File: config.mk
export PLATFORM = sky130hd
export DESIGN_NAME = fingertip_locator
export DESIGN_NICKNAME = d
export VERILOG_FILES = /design/src/rtl/fingertip_locator.sv
export SDC_FILE = /design/constraint.sdc
export NUM_CORES = 1
export LEC_CHECK = 0
export BUFFER_PORTS_ARGS = -buffer_cell sky130_fd_sc_hd__buf_2
export CAP_MARGIN = 10
export CORE_MARGIN = 10
export CORE_UTILIZATION = 45
export DETAILED_ROUTE_END_ITERATION = 8
export HOLD_SLACK_MARGIN = 0.02
export PLACE_DENSITY = 0.7
export SYNTH_ARGS = -nofsm -noshare
export SYNTH_HDL_FRONTEND = slang
export SYNTH_SLANG_ARGS = --single-unit
File: constraint.sdc
create_clock -name iCLK -period 5.6 [get_ports iCLK]
set_input_delay 1.12 -clock iCLK [delete_from_list [all_inputs] [get_ports iCLK]]
set_output_delay 1.12 -clock iCLK [all_outputs]
set_load 0.05 [all_outputs]
File: src/rtl/fingertip_locator.sv
// fingertip_locator: raster-order scan of a binary skin mask that reports, once
// per frame, the centre of the topmost horizontal skin run of at least MIN_RUN
// pixels. Optional build macro FT_HOLD_LAST_EN: when defined, a frame with no
// qualifying run keeps the previous coordinate/valid; otherwise they clear.
module fingertip_locator #(
    parameter int H_ACTIVE = 640,
    parameter int V_ACTIVE = 480,
    parameter int MIN_RUN  = 4
) (
    input  logic       iCLK,
    input  logic       iRST,
    input  logic       iSOF,
    input  logic       iDVAL,
    input  logic       iSkin,
    output logic [9:0] oFT_X,
    output logic [9:0] oFT_Y,
    output logic       oDVAL,
    output logic       oFrame_En
);

    localparam logic [9:0]  LAST_X  = 10'(H_ACTIVE - 1);
    localparam logic [9:0]  LAST_Y  = 10'(V_ACTIVE - 1);
    localparam logic [10:0] RUN_MAX = 11'(MIN_RUN);

    typedef enum logic [1:0] {
        IDLE,
        SCAN,
        LOCKED
    } state_t;

    state_t      state_q, state_d;
    logic [9:0]  x_q, x_d;
    logic [9:0]  y_q, y_d;
    logic [10:0] run_len_q, run_len_d;
    logic [9:0]  run_start_q, run_start_d;
    logic        found_q, found_d;
    logic [9:0]  cand_x_q, cand_x_d;
    logic [9:0]  cand_y_q, cand_y_d;
    logic [9:0]  ft_x_q, ft_x_d;
    logic [9:0]  ft_y_q, ft_y_d;
    logic        dval_q, dval_d;
    logic        frame_en_q, frame_en_d;

    // Working copies of the frame position/run state after any start-of-frame
    // restart, so a pixel arriving together with iSOF is processed as (0,0).
    state_t      cur_state;
    logic [9:0]  cur_x;
    logic [9:0]  cur_y;
    logic [10:0] cur_len;
    logic [10:0] len_inc;
    logic [9:0]  start;
    logic [9:0]  run_end;
    logic [10:0] sum;
    logic        qualify;

    // Next-state logic: frame restart, run tracking, candidate capture, frame end.
    always_comb begin
        state_d     = state_q;
        x_d         = x_q;
        y_d         = y_q;
        run_len_d   = run_len_q;
        run_start_d = run_start_q;
        found_d     = found_q;
        cand_x_d    = cand_x_q;
        cand_y_d    = cand_y_q;
        ft_x_d      = ft_x_q;
        ft_y_d      = ft_y_q;
        dval_d      = dval_q;
        frame_en_d  = 1'b0;

        cur_state = state_q;
        cur_x     = x_q;
        cur_y     = y_q;
        cur_len   = run_len_q;
        len_inc   = '0;
        start     = run_start_q;
        run_end   = x_q;
        sum       = '0;
        qualify   = 1'b0;

        // Start of frame restarts from (0,0) in any state, discarding a partial frame.
        if (iSOF) begin
            cur_state = SCAN;
            cur_x     = '0;
            cur_y     = '0;
            cur_len   = '0;
            state_d   = SCAN;
            x_d       = '0;
            y_d       = '0;
            run_len_d = '0;
            found_d   = 1'b0;
        end

        if (iDVAL && cur_state != IDLE) begin
            // A new row always begins a fresh run.
            if (cur_x == '0) begin
                cur_len = '0;
            end

            if (cur_state == SCAN) begin
                if (iSkin) begin
                    if (cur_len == '0) begin
                        start = cur_x;
                    end
                    len_inc     = (cur_len >= RUN_MAX) ? RUN_MAX : cur_len + 11'd1;
                    run_len_d   = len_inc;
                    run_start_d = start;
                    if (cur_x == LAST_X && len_inc >= RUN_MAX) begin
                        qualify = 1'b1;
                        run_end = cur_x;
                    end
                end else begin
                    run_len_d = '0;
                    if (cur_len >= RUN_MAX) begin
                        qualify = 1'b1;
                        run_end = cur_x - 10'd1;
                    end
                end

                if (qualify) begin
                    sum      = {1'b0, start} + {1'b0, run_end};
                    cand_x_d = 10'(sum >> 1);
                    cand_y_d = cur_y;
                    found_d  = 1'b1;
                    state_d  = LOCKED;
                end
            end

            if (cur_x == LAST_X) begin
                x_d = '0;
                y_d = cur_y + 10'd1;
            end else begin
                x_d = cur_x + 10'd1;
                y_d = cur_y;
            end

            // Final pixel: it has already been evaluated above, so a run ending
            // here is reported in this frame.
            if (cur_x == LAST_X && cur_y == LAST_Y) begin
                frame_en_d = 1'b1;
                state_d    = IDLE;
                if (found_d) begin
                    ft_x_d = cand_x_d;
                    ft_y_d = cand_y_d;
                    dval_d = 1'b1;
                end else begin
`ifndef FT_HOLD_LAST_EN
                    ft_x_d = '0;
                    ft_y_d = '0;
                    dval_d = 1'b0;
`endif
                end
            end
        end
    end

    // State and output registers with synchronous reset.
    always_ff @(posedge iCLK) begin
        if (iRST) begin
            state_q     <= IDLE;
            x_q         <= '0;
            y_q         <= '0;
            run_len_q   <= '0;
            run_start_q <= '0;
            found_q     <= 1'b0;
            cand_x_q    <= '0;
            cand_y_q    <= '0;
            ft_x_q      <= '0;
            ft_y_q      <= '0;
            dval_q      <= 1'b0;
            frame_en_q  <= 1'b0;
        end else begin
            state_q     <= state_d;
            x_q         <= x_d;
            y_q         <= y_d;
            run_len_q   <= run_len_d;
            run_start_q <= run_start_d;
            found_q     <= found_d;
            cand_x_q    <= cand_x_d;
            cand_y_q    <= cand_y_d;
            ft_x_q      <= ft_x_d;
            ft_y_q      <= ft_y_d;
            dval_q      <= dval_d;
            frame_en_q  <= frame_en_d;
        end
    end

    assign oFT_X     = ft_x_q;
    assign oFT_Y     = ft_y_q;
    assign oDVAL     = dval_q;
    assign oFrame_En = frame_en_q;

endmodule

; ---- After elaboration in Yosys (flattened, before gate mapping)
; Cells that the tools add are included.
[word_totals]
ff_bits = 86
in_bits = 5
output_inout_bits = 22
elab_cells = 77
[classes]
n_addsub = 5
n_lt_le_gt_ge = 2
eq_ne = 3
muxes = 45
n_bitwise = 1
n_reduce_logical = 9
[op_table]
columns = op, n
row1 = $mux 10, 21
row2 = $mux 11, 7
row3 = $ge 11x3->1 const B, 2
row4 = $add 10x1->10 const B, 2
row5 = $mux 1, 12
row6 = $add 10x10->11, 1
row7 = $add 11x1->11 const B, 1
row8 = $logic_not 11->1, 1
row9 = $eq 10x10->1 const B, 1
row10 = $eq 10x9->1 const B, 1
row11 = $logic_not 10->1, 1
row12 = $mux 2, 5
row13 = $sub 10x1->10 const B, 1
row14 = $reduce_and 2->1, 2
row15 = $logic_and 1x1->1, 3
row16 = $eq 2x1->1 const B, 1
row17 = $reduce_bool 2->1, 1
row18 = $reduce_or 2->1, 1
row19 = $not 1->1, 1

; ---- Longest topological paths before layout
; Gate-level depths: netlist (run 1).
[logic_depth]
depth_word = 16
depth_mapped = 23
depth_no_buf = 19

; ---- Worst setup path after synthesis (run 1)
; OpenSTA, ideal clock, no wires.
[synth_timing]
kind = input -> register
startpoint = input iSOF
endpoint = register ft_x_q[7] (netlist: oFT_X[7])
setup_time_ns = 0.135
t_arrival_ns = 5.039
required_time_ns = 5.465
slack_ns = 0.426
path_stages = 22
path_buffers = 4
path_cell_list = clkbuf_1 nor2b_1 clkbuf_1 inv_1 ha_1 nor3b_1 o211ai_1 nand3_1 ha_1 nand3_1 clkbuf_1 clkbuf_1 o21ai_0 fa_1 a21o_1 a21oi_1 o21bai_1 a21oi_1 o21bai_1 a21o_1 xnor2_1 o221ai_1
[synth_between]
elab_chain_cells = 16
word_cells_on_any_way = 43
classes_between = add/sub (3) / order compare (2) / eq/ne (3) / mux (28) / reduce/logical (7)
[synth_lines]
columns = element, line_no
row1 = start: declaration, 12  ; input logic iSOF,
row2 = $mux 10, 82  ; if (iSOF) begin
row3 = $logic_not 10->1, 96  ; if (cur_x == '0) begin
row4 = $mux 11, 96
row5 = $mux 11, 94  ; if (iDVAL && cur_state != IDLE) begin
row6 = $add 11x1->11 or $ge 11x3->1 (tied branches), "105, 114"
row7 = $mux 11, 105  ; len_inc = (cur_len >= RUN_MAX) ? RUN_MAX : cur_len + 11'd1;
row8 = $ge 11x3->1, 108  ; if (cur_x == LAST_X && len_inc >= RUN_MAX) begin
row9 = $logic_and 1x1->1, 108
row10 = $mux 10 or $mux 1 (tied branches), 108
row11 = $mux 10 or $mux 1 (tied branches), 101  ; if (iSkin) begin
row12 = $mux 10 or $mux 1 (tied branches), 100  ; if (cur_state == SCAN) begin
row13 = $mux 10 or $mux 1 (tied branches), 94
row14 = $add 10x10->11 or $mux 1 (tied branches), "121, 120"
row15 = $mux 10 or $mux 1 (tied branches), "120, 100"
row16 = $mux 10 or $mux 1 (tied branches), "100, 94"
row17 = $mux 10, 142  ; if (found_d) begin
row18 = end signal: assignment, 181  ; ft_x_q <= ft_x_d;
row19 = end: declaration, 39  ; logic [9:0] ft_x_q, ft_x_d;
; Several ways; a longest one is shown, not always the timed one. The select of a mux whose other input is x is not followed.
; A chain may end at the register's enable or synchronous reset.

; ---- Worst setup path after layout (run 1)
[layout_timing]
startpoint = input iSOF
endpoint = register ft_x_q[6] (netlist: oFT_X[6])
; The elaborated chain is that of the path after synthesis.

==> run_results.csv, run 1 <==
group,metric,value,unit
outcome,status,"finished clean",
clock_tree,cts.clk_slew.worst_paths,0.10,ns
job,cap_viol_max_count,0,
worst_setup_path,path_buf_inv,2,
global_routing,antenna_found_initial,0,
power_and_ir_drop,p_leak,1.80,nW
timing,tightest_slew,1.02,ns
die,rows,35,
clock_tree,ctsRootBufferMaster,"clkbuf_8",
worst_setup_path,cp_cell_sequence,"buf_2 > nor2b_1 > inv_1 > ha_1 > nor3b_1 > o211ai_1 > nand3_1 > nor2_1 > o21a_1 > nand2_1 > mux2_2 > o22a_1 > ha_1 > or2_2 > a211oi_1 > nor2_1 > xnor2_1 > o221ai_1",
drt,final_antenna_net_count,0,
synth,ys_seq_area_frac,0.392,
drt,drt_first_pass_iters,5,
worst_setup_path,slowest_stage,"nor2_1",
worst_setup_path,cp_data_arrival_time,5.25,ns
finish,n_antenna_cell,0,
global_routing,first_global_vias,3595,
die,io_pins,27,
timing,fin_crit,5.02,ns
finish,syn2layout_area_growth,8.86,%
synth,post-synth-top-count-cell,"nand2_1",
synth,synth-simple-area-share,0.260,
synth,synth_largest_area_cell,"dfxtp_1",
die,core,9370,µm²
global_routing,grt_use_total,0.151,
die,dieArea,14100,µm²
synth,synth-seq-cells,86,
global_routing,grt_pass1_wl,18.0,mm
die,die_h,119,µm
power_and_ir_drop,powerDensity,233,nW/µm²
drt,wl_per_cell,15.3,µm
finish,n_fill_cell,935,
timing,hold_viol,0,
synth,synthesis.area,4390,µm²
clock_tree,ctsResizeCount,0,
timing,post-route-period-util,0.896,
synth,ys.flop_type,"dfxtp_1",
synth,syn-instance-count,542,
synth,ys_types,50,
global_routing,grt_max_degree,53,
worst_setup_path,path_class,"primary input to flip-flop",
synth,synth_top_family_by_area,"simple AND/OR/NAND/NOR gates",
synth,syn_area_per_cell,8.10,µm²
drt,drt-initial-drc-count,366,
clock_tree,clk_latency,0.37,ns
clock_tree,post_cts_buffers,0,
worst_hold_path,hold_class,"flip-flop to flip-flop",
timing,timing.hold.ws,0.448,ns
synth,synth-adder-area-share,0.0445,
synth,synth_mux_area_frac,0.0467,
power_and_ir_drop,vdd_drop_max,0.162,mV
timing,rsz0062_at_grt,"no",
clock_tree,postCtsHoldBufs,0,
placement,place_congestion,0.889,
synth,synth_xor_area_frac,0.0539,
synth,yosys.area.top_type_share,0.392,
timing,fmax,0.199,GHz
timing,slew_headroom,0.322,
worst_setup_path,crit_path_end_kind,"flip-flop",
worst_setup_path,critPathMaxStageDelay,0.62,ns
finish,fin_nets,570,
global_routing,grt-ovfl-total,0,
finish,drive_above_1_share,0.115,
synth,ys_warn_count,0,
clock_tree,htreeDepth,3,
clock_tree,numCtsBuffers,9,
drt,drc,0,
worst_setup_path,crit_path_start_kind,"primary input",
clock_tree,clock_sinks,86,
drt,via_count,3790,
placement,io_buffers,26,
die,die_width,119,µm
synth,synth.area.top_cells,"dfxtp_1, nand2_1, a21oi_1",
timing,setup_viol,0,
synth,synth_compound_area_frac,0.156,
clock_tree,cts.path.max_buffers,2,
worst_setup_path,cp_max_fo,12,
timing,fin_tns_setup,0,ns
timing,fin_worst_skew,0.0110,ns
synth,synth_edf_count,0,
clock_tree,cts_tree,"yes",
drt,viasPerCell,5.54,
synth,synthArstFlopShare,0,
drt,routed_wl,10.5,mm
worst_setup_path,path_delay_family,"simple AND/OR/NAND/NOR gates",
synth,synth_common_cells,"nand2_1, dfxtp_1, nor2_1",
die,initial_utilization,0.468,
synth,synth_nets,562,
timing,maxSlewViolCount,0,
worst_setup_path,crit_required,5.83,ns
placement,hpwlAfterDp,7.47,mm
layout make-up:
type | count | area, µm² | share of cell area
clock buffer | 9 | 124 | 0.0259
clock inverter | 7 | 78.8 | 0.0165
inverter | 9 | 33.8 | 0.00707
multi-input combinational | 409 | 2460 | 0.515
sequential | 86 | 1720 | 0.360
tap | 129 | 161 | 0.0338
timing repair buffer | 35 | 198 | 0.0414
power breakdown:
group           total, W  switching [W]  internal, W
clock           0.000454       0.000244     0.000211
combinational  0.0000450      0.0000329    0.0000121
sequential      0.000615     0.00000210     0.000613
total            0.00111       0.000279     0.000836
registers in the layout, summed over array words and instances, names as in the netlist:
| name | cells |
|---|---|
| x_q | 10 |
| oFrame_En | 1 |
| run_start_q | 10 |
| oFT_Y | 10 |
| found_q | 1 |
| run_len_q | 11 |
| state_q | 2 |
| cand_x_q | 10 |
| cand_y_q | 10 |
| oDVAL | 1 |
| oFT_X | 10 |
| y_q | 10 |
worst reg2reg max path: stages, from the launching register on:
cell      delay [ns]
dfxtp_1         0.48
nor2b_1         0.21
inv_1           0.07
ha_1            0.25
nor3b_1         0.16
o211ai_1        0.20
nand3_1         0.33
nor2_1          0.62
o21a_1          0.28
nand2_1         0.07
mux2_2          0.28
o22a_1          0.20
ha_1            0.21
or2_2           0.30
a211oi_1        0.30
nor2_1          0.11
xnor2_1         0.24
o221ai_1        0.16
layer usage:
layer  global-route usage  wire length [µm]  vias to the layer above
met5                    0                 0                        -
met4               0.0435               103                        0
met3               0.0381               483                       14
met2                0.237              4790                       85
met1                0.200              5120                     1819
li1                     -                 -                     1872
metrics by stage:
step	total power [W]	instances	utilization	setup slack (ns)	instance area, µm²
final	0.00111	684	0.510	0.581	4780
after CTS	0.00112	684	0.510	0.669	4780
after global placement	0.000673	668	0.488	0.414	4580
after floorplan	0.000662	542	-	0.426	4390
after global routing	0.00115	684	0.510	0.184	4780
after detailed placement	0.000674	668	0.488	0.282	4580
cell usage in the layout, fill, tap and decap left out, types with 5 or more instances in the layout:
cell | synthesis | routed
xnor2_1 | 14 | 14
nor3_1 | 8 | 8
xor2_1 | 13 | 13
buf_4 | 2 | 9
mux2i_1 | 16 | 16
nor2_1 | 48 | 48
clkbuf_8 | 0 | 9
nand2_1 | 87 | 87
ha_1 | 14 | 14
or3_1 | 5 | 5
a21oi_1 | 42 | 42
nand3b_1 | 5 | 5
a21o_1 | 5 | 5
nor2b_1 | 18 | 18
nand4_1 | 11 | 11
inv_1 | 8 | 8
and2_1 | 12 | 12
dfxtp_1 | 86 | 86
o21ai_0 | 36 | 36
nand3_1 | 17 | 17
buf_2 | 4 | 26
final timing paths:
path / startpoint / to / slack [ns] / cells after the start
setup / recovery: iSOF / oFT_X[6]$_SDFFE_PP0P_ / 0.58 / 18
hold / removal: oDVAL$_SDFFE_PP0P_ / oDVAL$_SDFFE_PP0P_ / 0.45 / 2
setup reg to reg: x_q[0]$_SDFF_PP0_ / oFT_X[6]$_SDFFE_PP0P_ / 1.00 / 17
hold reg to reg: oDVAL$_SDFFE_PP0P_ / oDVAL$_SDFFE_PP0P_ / 0.45 / 2
logic make-up (layout without fill, tap and decap cells):
| group | Yosys count | after routing |
|---|---|---|
| DFF | 86 | 86 |
| buffers and inverters | 47 | 60 |
| xor gates and xnor gates | 27 | 27 |
| AOI/OAI and AO/OA | 115 | 115 |
| muxes | 20 | 20 |
| and+or+nand+nor | 232 | 232 |
| adders and majority gates | 15 | 15 |
Note: power is estimated with default switching activity, not from simulation.
==> run 2, diff against run 1 <==
CORE_UTILIZATION = 48   (was 45)
PLACE_DENSITY = 0.73   (was 0.7)
==> run 2 against run 1 <==
Non-clock buffer count did not move. Core utilization increased by 3.3 points. Sequential share of layout area about the same. Sequential power hardly changed. Clock skew decreased by 0.0019 ns. Power rose by 4.0%. Critical path type unchanged. Largest cell class unchanged. Highest routed layer unchanged.
==> run_results.csv, run 2 (synthesized netlist as in run 1, its figures left out) <==
group,metric,value,unit
placement,hpwlAfterDp,7.40,mm
clock_tree,clock_sinks,86,
timing,fin_tns_setup,0,ns
drt,drc,0,
worst_setup_path,path_class,"primary input to flip-flop",
worst_setup_path,r2r_start,"x_q[0]$_SDFF_PP0_",
timing,fin_crit,5.01,ns
worst_hold_path,min_path_cells,2,
finish,multi_input_area,2460,µm²
clock_tree,cts_tree,"yes",
worst_setup_path,crit_required,5.82,ns
global_routing,grt-ovfl-total,0,
global_routing,antenna_found_initial,0,
clock_tree,post_cts_buffers,0,
timing,hold_viol,0,
timing,timing.hold.ws,0.453,ns
finish,drive_above_1_share,0.115,
finish,seq_area,1720,µm²
die,initial_utilization,0.499,
timing,tightest_slew,1.02,ns
worst_hold_path,hold_class,"flip-flop to flip-flop",
global_routing,grt_use_total,0.160,
timing,rsz0062_at_grt,"no",
die,dieArea,13400,µm²
die,die_h,116,µm
timing,fmax,0.200,GHz
finish,largest_reg_flops,11,
clock_tree,cts.path.max_buffers,2,
die,rows,34,
finish,n_fill_cell,819,
finish,post-route-util,0.543,
worst_setup_path,cp_data_arrival_time,5.23,ns
drt,drt_first_pass_iters,6,
worst_setup_path,setup.worst_path.start,"iSOF",
finish,final_cell_mix,"nand2_1, dfxtp_1, nor2_1",
placement,dp.cells,647,
drt,routed_wl,10.3,mm
clock_tree,postCtsHoldBufs,0,
clock_tree,htreeDepth,3,
worst_setup_path,r2r_slack,1.00,ns
timing,setup_viol,0,
timing,fin_worst_skew,0.00908,ns
finish,fin_nets,570,
drt,drt-initial-drc-count,302,
worst_hold_path,worstHoldStart,"oFT_Y[1]$_SDFFE_PP0P_",
finish,largest_register,"run_len_q",
clock_tree,numCtsBuffers,9,
worst_setup_path,r2r-end,"oFT_X[7]$_SDFFE_PP0P_",
clock_tree,cts.clk_slew.worst_paths,0.09,ns
clock_tree,ctsResizeCount,0,
finish,final_common_cell,"nand2_1",
die,die_width,116,µm
finish,syn2layout_area_growth,8.89,%
clock_tree,ctsRootBufferMaster,"clkbuf_8",
placement,io_buffers,26,
worst_setup_path,crit_path_start_kind,"primary input",
drt,final_antenna_net_count,0,
worst_hold_path,holdPathEnd,"oFT_Y[1]$_SDFFE_PP0P_",
worst_setup_path,r2r_cells,17,
job,cap_viol_max_count,0,
timing,maxSlewViolCount,0,
global_routing,grt_pass1_wl,17.5,mm
finish,fin_cells,663,
power_and_ir_drop,powerDensity,242,nW/µm²
finish,n_antenna_cell,0,
outcome,status,"finished clean",
drt,via_count,3712,
placement,place_congestion,0.883,
power_and_ir_drop,vdd_drop_max,0.141,mV
global_routing,grt_max_degree,53,
die,core,8810,µm²
drt,viasPerCell,5.60,
timing,slew_headroom,0.320,
worst_setup_path,cp_max_fo,11,
timing,post-route-period-util,0.894,
clock_tree,clk_latency,0.37,ns
power_and_ir_drop,p_leak,1.82,nW
worst_setup_path,crit_path_end_kind,"flip-flop",
drt,wl_per_cell,15.6,µm
global_routing,first_global_vias,3523,
die,io_pins,27,
run 2: layer usage:
| metal | wire length, µm | vias up | track usage | part of all wire |
|---|---|---|---|---|
| li1 | - | 1872 | - | - |
| met2 | 4630 | 74 | 0.250 | 0.45 |
| met4 | 218 | 0 | 0.0626 | 0.021 |
| met5 | 0 | - | 0 | 0 |
| met1 | 5050 | 1750 | 0.213 | 0.49 |
| met3 | 426 | 16 | 0.0326 | 0.041 |
run 2: how the worst max path moves through the flow:
stage / end / slack, ns / depth (start not counted)
finish: oFT_X[7]$_SDFFE_PP0P_ / 0.59 / 18
global route: oFT_X[7]$_SDFFE_PP0P_ / 0.22 / 18
CTS: oFT_X[7]$_SDFFE_PP0P_ / 0.65 / 18
detailed placement: oFT_X[7]$_SDFFE_PP0P_ / 0.28 / 18
global placement: oFT_X[7]$_SDFFE_PP0P_ / 0.42 / 18
floorplan: oFT_X[7]$_SDFFE_PP0P_ / 0.43 / 22
run 2: area by class of cell:
type,count,area share
multi-input cells,409,0.515
flip-flops and latches,86,0.360
repair buffers,35,0.0414
clock buffers,10,0.0288
well taps,108,0.0283
clock inverters,6,0.0194
inverters,9,0.00707
run 2: worst max-delay path, cell delays in order:
cell      delay (ns)
buf_2           0.15
nor2b_1         0.34
inv_1           0.12
ha_1            0.27
nor3b_1         0.15
o211ai_1        0.19
nand3_1         0.32
nand3_1         0.40
o21ai_0         0.24
fa_1            0.50
a21o_1          0.20
a21oi_1         0.26
o21bai_1        0.11
a21oi_1         0.22
o21bai_1        0.09
a21o_1          0.20
xnor2_1         0.19
o221ai_1        0.15
run 2: per-stage QoR:
step                power [W]  instance area, µm²  setup slack (ns)
global placement     0.000673                4550             0.420
CTS                   0.00118                4780             0.647
floorplan            0.000662                4390             0.426
detailed placement   0.000673                4550             0.278
global route          0.00120                4780             0.225
finish                0.00116                4780             0.591
run 2: power by group:
part / internal (W) / switching, W / leakage, nW / total, W
clock: 0.000266 / 0.000234 / 0.110 / 0.000500
combinational: 0.0000117 / 0.0000332 / 1.02 / 0.0000450
sequential: 0.000613 / 0.00000177 / 0.693 / 0.000614
